[src/rtl/mem_stage_pkg.sv]
// mem_stage_pkg: shared types and constants for the MEM pipeline stage.
//   - register/bus widths used on the ex_mem -> mem -> mem_wb path
//   - ALU op codes, including the load/store group
//   - MEM stage FSM state encoding
//   - helpers that classify an op and give its byte count
package mem_stage_pkg;

    localparam int REG_ADDR_W     = 5;
    localparam int REG_W          = 32;
    localparam int MEM_ADDR_BUS_W = 32;
    localparam int ALUOP_W        = 8;
    localparam int MEM_STATE_W    = 2;

    localparam logic [ALUOP_W-1:0] EXE_NOP_OP = 8'h00;
    localparam logic [ALUOP_W-1:0] EXE_ADD_OP = 8'h20;
    localparam logic [ALUOP_W-1:0] EXE_LB_OP  = 8'hE0;
    localparam logic [ALUOP_W-1:0] EXE_LH_OP  = 8'hE1;
    localparam logic [ALUOP_W-1:0] EXE_LW_OP  = 8'hE3;
    localparam logic [ALUOP_W-1:0] EXE_LBU_OP = 8'hE4;
    localparam logic [ALUOP_W-1:0] EXE_LHU_OP = 8'hE5;
    localparam logic [ALUOP_W-1:0] EXE_SB_OP  = 8'hE8;
    localparam logic [ALUOP_W-1:0] EXE_SH_OP  = 8'hE9;
    localparam logic [ALUOP_W-1:0] EXE_SW_OP  = 8'hEB;

    typedef enum logic [MEM_STATE_W-1:0] {
        MEM_IDLE = 2'd0,
        MEM_XFER = 2'd1,
        MEM_DONE = 2'd2
    } mem_state_e;

    function automatic logic is_load_op(input logic [ALUOP_W-1:0] op);
        case (op)
            EXE_LB_OP, EXE_LH_OP, EXE_LW_OP, EXE_LBU_OP, EXE_LHU_OP: return 1'b1;
            default: return 1'b0;
        endcase
    endfunction

    function automatic logic is_store_op(input logic [ALUOP_W-1:0] op);
        case (op)
            EXE_SB_OP, EXE_SH_OP, EXE_SW_OP: return 1'b1;
            default: return 1'b0;
        endcase
    endfunction

    // Number of bytes moved over the 8-bit bus; 0 for non-memory ops.
    function automatic logic [2:0] op_nbytes(input logic [ALUOP_W-1:0] op);
        case (op)
            EXE_LB_OP, EXE_LBU_OP, EXE_SB_OP: return 3'd1;
            EXE_LH_OP, EXE_LHU_OP, EXE_SH_OP: return 3'd2;
            EXE_LW_OP, EXE_SW_OP:             return 3'd4;
            default:                          return 3'd0;
        endcase
    endfunction

endpackage

[src/rtl/mem_stage_if.sv]
// mem_stage_if: 8-bit shared RAM bus plus arbiter handshake.
//   bus_req  master -> arbiter   request the bus this cycle
//   bus_gnt  arbiter -> master   grant for this cycle
//   mem_a    master -> RAM       byte address
//   mem_dout master -> RAM       write data
//   mem_wr   master -> RAM       1 = write, 0 = read
//   mem_din  RAM -> master       read data, valid one cycle after an issued read
interface mem_stage_if #(
    parameter int MEM_ADDR_W = 17
);
    logic                  bus_req;
    logic                  bus_gnt;
    logic [MEM_ADDR_W-1:0] mem_a;
    logic [7:0]            mem_dout;
    logic                  mem_wr;
    logic [7:0]            mem_din;

    modport master (
        output bus_req, mem_a, mem_dout, mem_wr,
        input  bus_gnt, mem_din
    );

    modport slave (
        input  bus_req, mem_a, mem_dout, mem_wr,
        output bus_gnt, mem_din
    );
endinterface

[src/rtl/mem_stage_load_ext.sv]
// mem_load_ext: turns the little-endian assembly register into the
// architectural load value.
//   asm_data  in   32  bytes assembled from the RAM, byte k in [8k+7:8k]
//   aluop     in   8   load op code
//   load_data out  32  sign/zero-extended result (0 for non-load ops)
module mem_load_ext
    import mem_stage_pkg::*;
(
    input  logic [REG_W-1:0]   asm_data,
    input  logic [ALUOP_W-1:0] aluop,
    output logic [REG_W-1:0]   load_data
);
    logic signed [7:0]  byte_s;
    logic signed [15:0] half_s;

    assign byte_s = signed'(asm_data[7:0]);
    assign half_s = signed'(asm_data[15:0]);

    always_comb begin
        load_data = '0;
        case (aluop)
            EXE_LB_OP:  load_data = REG_W'(byte_s);
            EXE_LH_OP:  load_data = REG_W'(half_s);
            EXE_LBU_OP: load_data = REG_W'(asm_data[7:0]);
            EXE_LHU_OP: load_data = REG_W'(asm_data[15:0]);
            EXE_LW_OP:  load_data = asm_data;
            default:    load_data = '0;
        endcase
    end
endmodule

[src/rtl/mem_stage.sv]
// mem_stage: MEM pipeline stage. Performs loads/stores byte-serially over
// the shared 8-bit RAM bus (little-endian) and stalls the pipeline while an
// access is in flight. Non-memory ops pass straight through combinationally.
//   clk, rst              clock, synchronous active-high reset
//   waddr_i/we_i/wdata_i  register write info from EX
//   mem_addr_i            effective address from EX
//   mem_aluop_i           op code
//   rt_data_i             store data from EX
//   bus                   RAM bus master port (req/gnt, addr, data, strobe)
//   waddr_o/we_o/wdata_o  to mem_wb
//   stall_req             freezes ex_mem and all earlier stages
module mem_stage
    import mem_stage_pkg::*;
#(
    parameter int MEM_ADDR_W = 17
) (
    input  logic                      clk,
    input  logic                      rst,
    input  logic [REG_ADDR_W-1:0]     waddr_i,
    input  logic                      we_i,
    input  logic [REG_W-1:0]          wdata_i,
    input  logic [MEM_ADDR_BUS_W-1:0] mem_addr_i,
    input  logic [ALUOP_W-1:0]        mem_aluop_i,
    input  logic [REG_W-1:0]          rt_data_i,
    mem_stage_if.master               bus,
    output logic [REG_ADDR_W-1:0]     waddr_o,
    output logic                      we_o,
    output logic [REG_W-1:0]          wdata_o,
    output logic                      stall_req
);
    mem_state_e            state;
    logic [2:0]            cnt;
    logic [1:0]            cnt_prev;
    logic                  rd_pend;
    logic [REG_W-1:0]      asm_q;

    logic                  is_load;
    logic                  is_store;
    logic                  is_mem;
    logic [2:0]            nbytes;
    logic                  req;
    logic                  issue;
    logic [2:0]            idx;
    logic [MEM_ADDR_W-1:0] byte_addr;
    logic                  store_last;
    logic                  load_last;
    logic [REG_W-1:0]      load_data;
    logic                  unused_addr_hi;

    assign is_load  = is_load_op(mem_aluop_i);
    assign is_store = is_store_op(mem_aluop_i);
    assign is_mem   = is_load | is_store;
    assign nbytes   = op_nbytes(mem_aluop_i);

    // Address bits above the RAM width are dropped; the add wraps modulo 2^MEM_ADDR_W.
    assign unused_addr_hi = ^mem_addr_i[MEM_ADDR_BUS_W-1:MEM_ADDR_W];
    assign byte_addr      = mem_addr_i[MEM_ADDR_W-1:0] + MEM_ADDR_W'(idx);

    // A store is finished as soon as its last byte is issued; a load only
    // once the last byte's read data has been captured.
    assign store_last = issue && is_store && (idx == nbytes - 3'd1);
    assign load_last  = rd_pend && ({1'b0, cnt_prev} == nbytes - 3'd1);

    mem_load_ext u_load_ext (
        .asm_data  (asm_q),
        .aluop     (mem_aluop_i),
        .load_data (load_data)
    );

    always_comb begin
        waddr_o   = '0;
        we_o      = 1'b0;
        wdata_o   = '0;
        stall_req = 1'b0;
        req       = 1'b0;
        issue     = 1'b0;
        idx       = 3'd0;
        if (!rst) begin
            case (state)
                MEM_IDLE: begin
                    if (is_mem) begin
                        stall_req = 1'b1;
                        req       = 1'b1;
                        issue     = bus.bus_gnt;
                        idx       = 3'd0;
                    end else begin
                        waddr_o = waddr_i;
                        we_o    = we_i;
                        wdata_o = wdata_i;
                    end
                end
                MEM_XFER: begin
                    stall_req = 1'b1;
                    req       = (cnt < nbytes);
                    issue     = (cnt < nbytes) && bus.bus_gnt;
                    idx       = cnt;
                end
                MEM_DONE: begin
                    waddr_o = waddr_i;
                    we_o    = we_i;
                    wdata_o = is_load ? load_data : '0;
                end
                default: begin
                    stall_req = 1'b0;
                end
            endcase
        end
    end

    assign bus.bus_req  = req;
    assign bus.mem_wr   = issue & is_store;
    assign bus.mem_a    = issue ? byte_addr : '0;
    assign bus.mem_dout = (issue & is_store) ? rt_data_i[{idx[1:0], 3'b000} +: 8] : 8'd0;

    always_ff @(posedge clk) begin
        if (rst) begin
            state    <= MEM_IDLE;
            cnt      <= 3'd0;
            cnt_prev <= 2'd0;
            rd_pend  <= 1'b0;
            asm_q    <= '0;
        end else begin
            // Read data returns one cycle after issue; remember which slot it fills.
            rd_pend <= issue && is_load;
            if (issue) begin
                cnt_prev <= idx[1:0];
            end
            if (rd_pend) begin
                asm_q[{cnt_prev, 3'b000} +: 8] <= bus.mem_din;
            end

            case (state)
                MEM_IDLE: begin
                    if (is_mem && bus.bus_gnt) begin
                        cnt   <= 3'd1;
                        state <= store_last ? MEM_DONE : MEM_XFER;
                    end
                end
                MEM_XFER: begin
                    if (issue) begin
                        cnt <= cnt + 3'd1;
                    end
                    if (store_last || load_last) begin
                        state <= MEM_DONE;
                    end
                end
                MEM_DONE: begin
                    // Unconditional return so the held op is not restarted.
                    cnt   <= 3'd0;
                    state <= MEM_IDLE;
                end
                default: begin
                    cnt   <= 3'd0;
                    state <= MEM_IDLE;
                end
            endcase
        end
    end
endmodule

[src/flat_wrapper.sv]
// flat-port wrapper written by rule: the top's interface ports become plain ports
module mem_stage_flat import mem_stage_pkg::*;
#(
    parameter int MEM_ADDR_W = 17
)
  (clk, rst, waddr_i, we_i, wdata_i, mem_addr_i, mem_aluop_i, rt_data_i, waddr_o, we_o, wdata_o, stall_req, bus_bus_req, bus_mem_a, bus_mem_dout, bus_mem_wr, bus_bus_gnt, bus_mem_din);
  mem_stage_if #(.MEM_ADDR_W(MEM_ADDR_W)) bus_i ();
  input  logic clk;
  input  logic rst;
  input  logic [REG_ADDR_W-1:0] waddr_i;
  input  logic we_i;
  input  logic [REG_W-1:0] wdata_i;
  input  logic [MEM_ADDR_BUS_W-1:0] mem_addr_i;
  input  logic [ALUOP_W-1:0] mem_aluop_i;
  input  logic [REG_W-1:0] rt_data_i;
  output logic [REG_ADDR_W-1:0] waddr_o;
  output logic we_o;
  output logic [REG_W-1:0] wdata_o;
  output logic stall_req;
  output wire logic [$bits(bus_i.bus_req)-1:0] bus_bus_req;
  output wire logic [$bits(bus_i.mem_a)-1:0] bus_mem_a;
  output wire logic [$bits(bus_i.mem_dout)-1:0] bus_mem_dout;
  output wire logic [$bits(bus_i.mem_wr)-1:0] bus_mem_wr;
  input wire logic [$bits(bus_i.bus_gnt)-1:0] bus_bus_gnt;
  input wire logic [$bits(bus_i.mem_din)-1:0] bus_mem_din;
  assign bus_bus_req = bus_i.bus_req;
  assign bus_mem_a = bus_i.mem_a;
  assign bus_mem_dout = bus_i.mem_dout;
  assign bus_mem_wr = bus_i.mem_wr;
  assign bus_i.bus_gnt = bus_bus_gnt;
  assign bus_i.mem_din = bus_mem_din;
  mem_stage #(.MEM_ADDR_W(MEM_ADDR_W)) u_core (.clk(clk), .rst(rst), .waddr_i(waddr_i), .we_i(we_i), .wdata_i(wdata_i), .mem_addr_i(mem_addr_i), .mem_aluop_i(mem_aluop_i), .rt_data_i(rt_data_i), .bus(bus_i), .waddr_o(waddr_o), .we_o(we_o), .wdata_o(wdata_o), .stall_req(stall_req));
endmodule
[config.mk]
export PLATFORM = sky130hd
export DESIGN_NAME = mem_stage_flat
export DESIGN_NICKNAME = d
export VERILOG_FILES = /design/src/rtl/mem_stage_pkg.sv /design/src/rtl/mem_stage_if.sv /design/src/rtl/mem_stage_load_ext.sv /design/src/rtl/mem_stage.sv /design/src/flat_wrapper.sv
export SDC_FILE = /design/constraint.sdc
export NUM_CORES = 1
export LEC_CHECK = 0
export ABC_AREA = 1
export BUFFER_PORTS_ARGS = -buffer_cell sky130_fd_sc_hd__buf_2
export CELL_PAD_IN_SITES_DETAIL_PLACEMENT = 0
export CELL_PAD_IN_SITES_GLOBAL_PLACEMENT = 1
export CORE_MARGIN = 10
export CORE_UTILIZATION = 30
export DETAILED_ROUTE_END_ITERATION = 8
export PLACE_DENSITY = 0.89
export SETUP_SLACK_MARGIN = 0.3
export SYNTH_ARGS = -nofsm -noshare
export SYNTH_HDL_FRONTEND = slang
export SYNTH_SLANG_ARGS = --single-unit
[constraint.sdc]
create_clock -name clk -period 4.6 [get_ports clk]
set_input_delay 1.15 -clock clk [delete_from_list [all_inputs] [get_ports clk]]
set_output_delay 1.15 -clock clk [all_outputs]
set_load 0.02 [all_outputs]
==> reports/metrics.cfg <==
[min_path]
holdPathEnd = u_core.asm_q[1]
min-delay-start = u_core.asm_q[1]
hold_depth = 2
hold_path_class = flip-flop to flip-flop

[detailed_routing]
drcViolationCount = 0
viasPerCell = 4.83
finalWirelength_um = 12900
drtIter0Drc = 276
antenna_left = 0
wl_per_cell_um = 14.0
vias = 4430
firstDrtPassIters = 4

[setup_path]
cp.arrival_ns = 3.14
start_kind = input port
cp_common_cell = nor2_4
cp.required_ns = 3.45
critPathSlowestCell = fa_2
reg2reg_depth = 6
critPathMaxStageDelay_ns = 0.21
crit_type = input port to output pin
path_buf_inv = 4
reg2reg_slack_ns = 2.12
path_cells = buf_8 > nor2_4 > nand3_4 > clkinv_4 > ha_4 > fa_2 > nand2_2 > a21boi_2 > nand2_2 > nor2_4 > nand3_2 > nor2_4 > nand2_4 > inv_4 > nand4_1 > nand2_1 > nor2_2 > buf_6
cp_top_family = simple AND/OR/NAND/NOR gates
crit_fanout = 5
r2r-end = u_core.asm_q[1]
r2r-start = u_core.cnt_prev[0]
end_kind = output pin

[cells_and_area]
syn_to_final_growth_pct = 46.4
nets = 908
final_common_cell = buf_2
regArea_um2 = 801
antennaDiodeCount = 0
multi_input_comb_area_um2 = 2660
drive_gt1_share_pct = 35.6
nFillCells = 1225
final_cell_mix = buf_2, nand2_1, a21oi_1
fin_area_um2 = 5180

[pwr]
p_comb_share_pct = 20.0
internal_power_w = 0.000681
power_switching_w = 0.000252
pwr-share-seq_pct = 37.3
p_clk_share_pct = 42.7
power.density_nw_per_um2 = 180
switching_share_pct = 27.1
ir_worst_vdd_uv = 174
p_leak_nw = 2.46

[sta]
setup_viol = 0
fin_tns_setup_ns = 0
final.setup_skew_ns = 0.00339
final_max_slew_viol_count = 0
min_period_ns = 4.29
setup_slack_ns = 0.306
slew_headroom_pct = 31.2
fin_crit_sh_pct = 93.3
finalHoldViolations = 0
rsz0062_at_grt = true
tightest_slew_ns = 1.02
whs_ns = 0.466
fmax_mhz = 233

[floorplan]
die_x_um = 129
die_h_um = 129
initial_core_util_pct = 30.9
coreArea_um2 = 11500
die-area_um2 = 16500
rows = 39
io_pins = 187

[synth]
synth_edf_count = 0
synth_seq_cells = 40
yosys.cell_types.count = 38
synth_ff_type = dfxtp_1
synthCells = 594
syn_area_per_cell_um2 = 5.96
postSynthNetCount = 728
yosysSeqAreaShare_pct = 22.6
syn-cell-area_um2 = 3540
synth_warnings = 0
async_flop_share_pct = 0

[placed_design]
hpwl_um = 9930
place_worst_setup_slack_ns = 0.139
routabilityCongestion = 0.817
dpl_cell_area_um2 = 4560
io_buffer_count = 171

[clocking]
hold_buffers = 0
clock_sinks = 40
cts_buffer_depth = 2
numCtsBuffers = 5
cts_tree = yes
cts.reportedPaths.clkPinSlew_ns = 0.06
insertion_delay_ns = 0.28
cts_max_level = 2
cts_root_buffer = clkbuf_16

[global_route]
grt_pass1_vias = 4088
grt_remaining_overflow = 0
grt_pass1_wl_um = 20100
antenna_found_initial = 0
grt.total_usage_pct = 14.3
grt_max_degree = 58

[status]
outcome = finished, final reports clean

[run]
maxCapViolations = 0

==> registers in the layout (all words and copies together) (netlist names) <==
register / flops
u_core.asm_q: 32
u_core.cnt: 3
u_core.cnt_prev: 2
u_core.state: 2
u_core.rd_pend: 1
==> area by class of cell <==
type                    count  area share, %
clock buffers               5           2.41
clock inverters             3          0.893
inverters                  61           4.68
multi-input cells         469           51.4
flip-flops and latches     40           15.5
well taps                 143           3.45
repair buffers            197           21.7
==> power groups by stage <==
stage | Combinational (W) | Clock [W] | Sequential, W
6_report | 0.000186 | 0.000399 | 0.000348
4_1_cts | 0.000177 | 0.000405 | 0.000348
3_5_place_dp | 0.000172 | 0 | 0.000356
5_1_grt | 0.000207 | 0.000423 | 0.000348
2_1_floorplan | 0.0000907 | 0 | 0.000355
3_3_place_gp | 0.000171 | 0 | 0.000356
==> cells by family (layout without fill, tap and decap cells) <==
logic type	after synthesis	in the layout	synth area share, %
xor+xnor	5	5	1.24
flops	40	40	22.6
fa+ha+maj	13	13	4.81
buf+inv	86	266	9.93
compound gates	142	142	22.3
simple gates	308	309	39.1
==> synth_stat cells, types with 3 or more instances <==
library cell,instances,area share [%]
a21oi_1,72,10
a22oi_1,14,3.0
a31oi_1,3,0.53
a32oi_1,3,0.74
buf_1,3,0.32
buf_2,8,1.1
clkbuf_1,11,1.2
clkinv_1,4,0.42
dfxtp_1,40,23
ha_1,12,4.2
inv_1,52,5.5
inv_2,5,0.53
nand2_1,158,17
nand2_4,3,0.95
nand3_1,43,6.1
nand3_4,3,1.5
nand4_1,5,0.88
nor2_1,74,7.8
nor3_1,4,0.57
nor3_2,4,1.1
nor3b_1,4,0.85
o21ai_0,39,5.5
o21bai_1,8,1.7
xor2_1,3,0.74
==> through the flow <==
stage / instances / utilization [%] / total power, W
final: 918 / 45.2 / 0.000933
after global routing: 918 / 45.2 / 0.000978
after CTS: 903 / 42.3 / 0.000930
after detailed placement: 890 / 39.8 / 0.000528
after global placement: 890 / 39.8 / 0.000528
after floorplan: 594 / - / 0.000446
==> what timing repair did <==
| action | 4_1_cts | 5_1_grt |
|---|---|---|
| cloned | 0 | 1 |
| setup endpoints to repair | 10 | 47 |
| pin swaps | 10 | 29 |
| resized for setup | 24 | 49 |
| buffers inserted | 5 | 14 |
==> worst reg2reg max path, delay by kind of cell (launching register included) <==
family / cells / cell delay, ns
adders and majority gates: 1 / 0.18
AOI/OAI and AO/OA: 1 / 0.16
DFF: 1 / 0.39
buffers and inverters: 2 / 0.57
and+or+nand+nor: 2 / 1.11
==> worst max path at each step <==
stage          from             to  slack [ns]  cells past startpoint
3_3_place_gp    rst  bus_mem_a[14]        0.12                     16
6_report        rst  bus_mem_a[16]        0.31                     18
2_1_floorplan   rst  bus_mem_a[14]        0.32                     16
3_5_place_dp    rst  bus_mem_a[14]        0.14                     17
5_1_grt         rst  bus_mem_a[16]        0.12                     18
4_1_cts         rst  bus_mem_a[14]        0.22                     17
==> layer usage <==
layer | global-route usage, % | routed length, um | up-vias
li1 | - | - | 2325
met1 | 18.4 | 5640 | 1985
met2 | 24.4 | 6400 | 112
met3 | 3.29 | 741 | 8
met4 | 1.83 | 76 | 0
met5 | 0 | 0 | -
Note: power is estimated with default switching activity, not from simulation.
